$ cat src/rtl/agent_txn_gen.sv
// Transaction agent: expands test commands (specific, broadcast, random burst) into driver packets.
// Optional accepted-transaction counter enabled by defining AGENT_TXN_COUNT_EN.
module agent_txn_gen #(
  parameter int          WIDTH = 40,
  parameter int          DEPTH = 8,
  parameter int          DRVRS = 4,
  parameter logic [31:0] SEED  = 32'hACE1_1234
) (
  input  logic                     clk,
  input  logic                     rst,
  input  logic                     cmd_valid,
  output logic                     cmd_ready,
  input  logic [1:0]               cmd_op,
  input  logic [$clog2(DRVRS)-1:0] cmd_src,
  input  logic [3:0]               cmd_len,
  input  logic [WIDTH-1:0]         cmd_data,
  output logic                     drv_valid,
  input  logic                     drv_ready,
  output logic [$clog2(DRVRS)-1:0] drv_src,
  output logic [WIDTH-1:0]         drv_dato,
  output logic                     busy,
  output logic                     cmd_err,
  output logic [31:0]              txn_count
);

  localparam int          SW      = $clog2(DRVRS);
  localparam logic [31:0] DEPTH_W = DEPTH;
  localparam logic [1:0]  OP_RND  = 2'd0;
  localparam logic [1:0]  OP_BC   = 2'd2;
  localparam logic [1:0]  OP_ILL  = 2'd3;

  typedef enum logic {S_IDLE, S_EMIT} state_t;

  state_t             r_state;
  state_t             w_next;
  logic [1:0]         r_op;
  logic [SW-1:0]      r_src;
  logic [WIDTH-1:0]   r_data;
  logic [3:0]         r_left;
  logic [31:0]        r_lfsr;
  logic               r_err;
  logic               w_accept;
  logic               w_xfer;
  logic [3:0]         w_len;
  logic               w_fb;
  logic [7:0]         w_dest;
  logic [WIDTH-9:0]   w_pay;

  // Commands transfer on cmd_valid & cmd_ready, transactions on drv_valid & drv_ready;
  // an offered transaction holds drv_src/drv_dato stable until it transfers.
  assign w_accept = cmd_valid & cmd_ready;
  assign w_xfer   = drv_valid & drv_ready;
  assign w_fb     = r_lfsr[31] ^ r_lfsr[21] ^ r_lfsr[1] ^ r_lfsr[0];
  assign w_dest   = r_lfsr[15:8] & 8'(DRVRS - 1);

  always_comb begin
    w_len = cmd_len;
    if (cmd_len == 4'd0)
      w_len = 4'd1;
    else if ({28'd0, cmd_len} > DEPTH_W)
      w_len = DEPTH_W[3:0];
  end

  // Payload is the low bits of {lfsr,lfsr}, i.e. the LFSR repeated.
  always_comb begin
    w_pay = '0;
    for (int i = 0; i < WIDTH - 8; i++)
      w_pay[i] = r_lfsr[i % 32];
  end

  always_ff @(posedge clk or posedge rst) begin
    if (rst) r_state <= S_IDLE;
    else     r_state <= w_next;
  end

  always_comb begin
    w_next = r_state;
    case (r_state)
      S_IDLE: if (w_accept && cmd_op != OP_ILL) w_next = S_EMIT;
      S_EMIT: if (w_xfer && r_left == 4'd1)     w_next = S_IDLE;
      default: w_next = S_IDLE;
    endcase
  end

  always_comb begin
    cmd_ready = (r_state == S_IDLE) & ~rst;
    busy      = (r_state == S_EMIT);
    drv_valid = (r_state == S_EMIT);
    drv_src   = '0;
    drv_dato  = '0;
    if (r_state == S_EMIT) begin
      if (r_op == OP_RND) begin
        drv_src  = r_lfsr[SW-1:0];
        drv_dato = {w_dest, w_pay};
      end else begin
        drv_src  = r_src;
        drv_dato = r_data;
      end
    end
  end

  always_ff @(posedge clk or posedge rst) begin
    if (rst) begin
      r_op   <= '0;
      r_src  <= '0;
      r_data <= '0;
      r_left <= '0;
      r_lfsr <= SEED;
      r_err  <= 1'b0;
    end else begin
      r_err <= w_accept && (cmd_op == OP_ILL);
      if (w_accept) begin
        r_op   <= cmd_op;
        r_src  <= cmd_src;
        r_data <= (cmd_op == OP_BC) ? {8'hFF, cmd_data[WIDTH-9:0]} : cmd_data;
        r_left <= (cmd_op == OP_RND) ? w_len : 4'd1;
      end
      if (w_xfer) begin
        r_left <= r_left - 4'd1;
        if (r_op == OP_RND)
          r_lfsr <= {r_lfsr[30:0], w_fb};
      end
    end
  end

  assign cmd_err = r_err;

`ifdef AGENT_TXN_COUNT_EN
  logic [31:0] r_count;
  always_ff @(posedge clk or posedge rst) begin
    if (rst)         r_count <= '0;
    else if (w_xfer) r_count <= r_count + 32'd1;
  end
  assign txn_count = r_count;
`else
  assign txn_count = 32'd0;
`endif

endmodule

$ cat config.mk
export PLATFORM = sky130hd
export DESIGN_NAME = agent_txn_gen
export DESIGN_NICKNAME = d
export VERILOG_FILES = /design/src/rtl/agent_txn_gen.sv
export SDC_FILE = /design/constraint.sdc
export NUM_CORES = 1
export LEC_CHECK = 0
export ABC_AREA = 1
export BUFFER_PORTS_ARGS = -buffer_cell sky130_fd_sc_hd__buf_4
export CAP_MARGIN = 20
export CELL_PAD_IN_SITES_DETAIL_PLACEMENT = 0
export CELL_PAD_IN_SITES_GLOBAL_PLACEMENT = 1
export CORE_AREA = 2 2 164 118
export CTS_CLUSTER_SIZE = 25
export DETAILED_ROUTE_END_ITERATION = 8
export DIE_AREA = 0 0 166 120
export PLACE_DENSITY = 0.62
export SKIP_LAST_GASP = 1
export SLEW_MARGIN = 20
export SYNTH_ARGS = -nofsm -noshare
export SYNTH_HDL_FRONTEND = slang
export SYNTH_SLANG_ARGS = --single-unit
$ cat constraint.sdc
create_clock -name clk -period 2.3 [get_ports clk]
set_input_delay 0.23 -clock clk [delete_from_list [all_inputs] [get_ports clk]]
set_output_delay 0.23 -clock clk [all_outputs]
set_load 0.03 [all_outputs]
==> summary.md <==
| Metric | Value |
|---|---|
| Status | finished, final reports clean |
| TritonRoute pass-1 iters | 4 |
| Iter 0 DRT Violations | 162 |
| EDFF count, synth | 0 |
| Static leakage | 0.00266 uW |
| Number of H-tree levels | 3 |
| Ratio of final minimum period to clock period | 93.5% |
| Psw | 3830 uW |
| DR WL/cell | 13.5 um |
| Worst path arrival time | 1.92 ns |
| Final Cell Area | 5290 sq um |
| Total wire length | 11400 um |
| Post-CTS sizing | 0 |
| Worst Tran Pin Value | approximately 0.72 ns |
| CTS tree | yes |
| Row cnt | between 40 and 50 |
| Routed Antenna Nets | 0 |
| Num CTS Buffers | 9 |
| Final Hold Viols | 0 |
| Power Dens Cells | 1560 nW/um^2 |
| Die X | around 170 um |
| Hold Crit Class | in -> async |
| # hold bufs at CTS | 0 |
| Worst IR Drop VDD | 0.000503 V |
| Max Slew Vio Count | 0 |
| Vias | 3388 |
| First-pass GRT wire length | 18100 um |
| Worst Setup Start Kind | flip-flop |
| Final min period | roughly 2.2 ns |
| Post-Route Setup TNS | 0 ns |
| Number of diodes | 0 |
| Starting Density | 22.5% |
| Die extent in y | 120 um |
| P&R area growth vs syn | 27.7% |
| Setup slack, reg-to-reg | 0.68 ns |
| # DRC | 0 |
| Worst Path Required | 2.07 ns |
| Fin Clk Skew | about 0.0089 ns |
| Dpl hpwl | 8310 um |
| Clk pwr share | 17.3% |
| R2R depth | 8 |
| Crit Reg-Reg Startpoint | busy |
| Root Buffer | clkbuf_16 |
| Pin count of the biggest net entering global routing | 41 |
| Die area | between 15000 and 20000 sq um |
| RSZ-0062 raised after global routing | no |
| Syn Inst Count | 511 |
| Synth Register Bits | 82 |
| Achievable frequency | 465 MHz |
| GR Util All Layers | about an eighth |
| Gate power share | 51.3% |
| RR Endpoint | r_left[0] |
| RePlAce Congestion | about 0.75 |
| Synth async-reset ratio | 100% |
| Seq/Total Area, Yosys | 49.9% |
| Internal power | ~4400 uW |
| Syn avg cell area | a little over 8 sq um |
| Total grt overflow | 0 |
| Antenna violations before repair | 0 |
| CP max FO | 38 |
| Final-report setup violation count | 0 |
| Worst skew pair latency | 0.34 ns |
| Net switching fraction of the power | between 40% and 50% |
| Worst-case clock buffer depth | 2 |
| Slew headroom | 51.6% |
| Final #Nets | 655 |
| Crit. End Element | primary output |
| Most used DFF post-synth | dfrtp_1 |
| Core area | 18400 sq um |
| Flop pwr share | 31.4% |
| IO Pins | 130 |
| Max Cap Viol | 0 |
| Post-DP Area | 5000 sq um |
| Num Clock Sinks | 82 |
| Via-to-Cell Ratio | about 4 |
| Vias in the first global route | approximately 3500 |
| Post-CTS Setup Bufs | 0 |
| Crit path kind | reg -> out |
| Post-synth cell types | 24 |
| Synth warn | 0 |
| Mapped Area | 4150 sq um |
| Layout cells sized above 1 | 27.7% |
| Buffers added on ports | 97 |
| Worst-path clk slew | 0.06 ns |
synth_stat cells, types with 2 or more instances:
library cell	instances	area [sq um]
nand2_1	153	574
dfrtp_1	69	1730
o21ai_0	53	265
inv_1	42	158
buf_4	34	255
nor2_1	30	113
a21oi_1	21	105
nand3_1	18	90.1
o21ai_2	16	140
o21ai_1	14	70.1
dfstp_2	13	342
nand2_2	12	75.1
clkbuf_1	10	37.5
buf_2	9	45.0
buf_6	4	45.0
inv_2	3	11.3
ha_1	2	25.0
nor2_4	2	22.5
critical path, stage by stage, from the launching register on:
cell,delay (ns)
dfrtp_1,0.47
buf_4,0.41
o21ai_0,0.19
a21oi_1,0.27
buf_4,0.22
cells by family (layout without fill, tap and decap cells):
kind of cell,count (synthesis),in the layout,share of synthesized area (%)
simple gates,218,218,21.6
compound gates,105,105,14.2
buf+inv,103,167,13.7
flops,82,82,49.9
fa+ha+maj,2,2,0.604
other cells,1,32,0.0905
how the worst max path moves through the flow:
stage	slack, ns	start	endpoint
after CTS	0.13	busy	drv_dato[17]
final	0.15	busy	drv_dato[17]
after global routing	0.01	busy	drv_dato[17]
after floorplan	0.37	busy	drv_dato[32]
after detailed placement	0.51	busy	drv_dato[17]
after global placement	0.51	busy	drv_dato[17]
flip-flops by register name (all words and copies together) (netlist names):
signal	cells
r_left	4
r_lfsr	32
busy	1
r_data	40
r_src	2
r_op	2
cmd_err	1
cells in the final DEF (no fill, tap or decap), drive strengths merged:
master | synthesis | routed
nand3 | 18 | 18
nor2 | 33 | 33
clkinvlp | 0 | 1
clkbuf | 10 | 12
nand4 | 1 | 1
o21ai | 83 | 83
bufinv | 0 | 1
dfrtp | 69 | 69
dfstp | 13 | 13
buf | 48 | 106
o31ai | 1 | 1
conb | 1 | 32
nand2 | 165 | 165
ha | 2 | 2
clkinv | 0 | 2
a21oi | 21 | 21
or2 | 1 | 1
inv | 45 | 45
layout make-up:
cell class / count / area [sq um]
well taps: 242 / 303
clock buffers: 12 / 236
repair buffers: 106 / 833
clock inverters: 4 / 52.6
fillers: 1975 / 13200
inverters: 45 / 173
flip-flops and latches: 82 / 2070
multi-input cells: 357 / 1630
power by group through the flow:
stage / Sequential, uW / Combinational [uW] / Clock (uW)
floorplan: 2500 / 2960 / 0
global placement: 2600 / 4270 / 0
detailed placement: 2600 / 4300 / 0
CTS: 2590 / 4310 / 1480
global route: 2680 / 4670 / 1540
finish: 2590 / 4240 / 1430
layer usage:
| layer | vias to the layer above | wire [um] | GRT usage (%) |
|---|---|---|---|
| met3 | 5 | 534 | 3.69 |
| met4 | 0 | 85 | 2.77 |
| met2 | 65 | 5090 | 17.6 |
| met5 | - | 0 | 0 |
| met1 | 1594 | 5720 | 16.3 |
| li1 | 1724 | - | - |
per-stage QoR:
stage	cells	hold WS [ns]	util, %	setup WS, ns	power (uW)
global route	848	0.0601	28.7	0.0116	8890
floorplan	542	0.340	-	0.372	5470
detailed placement	832	0.418	27.1	0.512	6910
CTS	848	0.0439	28.7	0.126	8390
finish	848	0.0250	28.7	0.149	8260
global placement	832	0.408	27.1	0.509	6880
(Power assumes the default switching activity.)
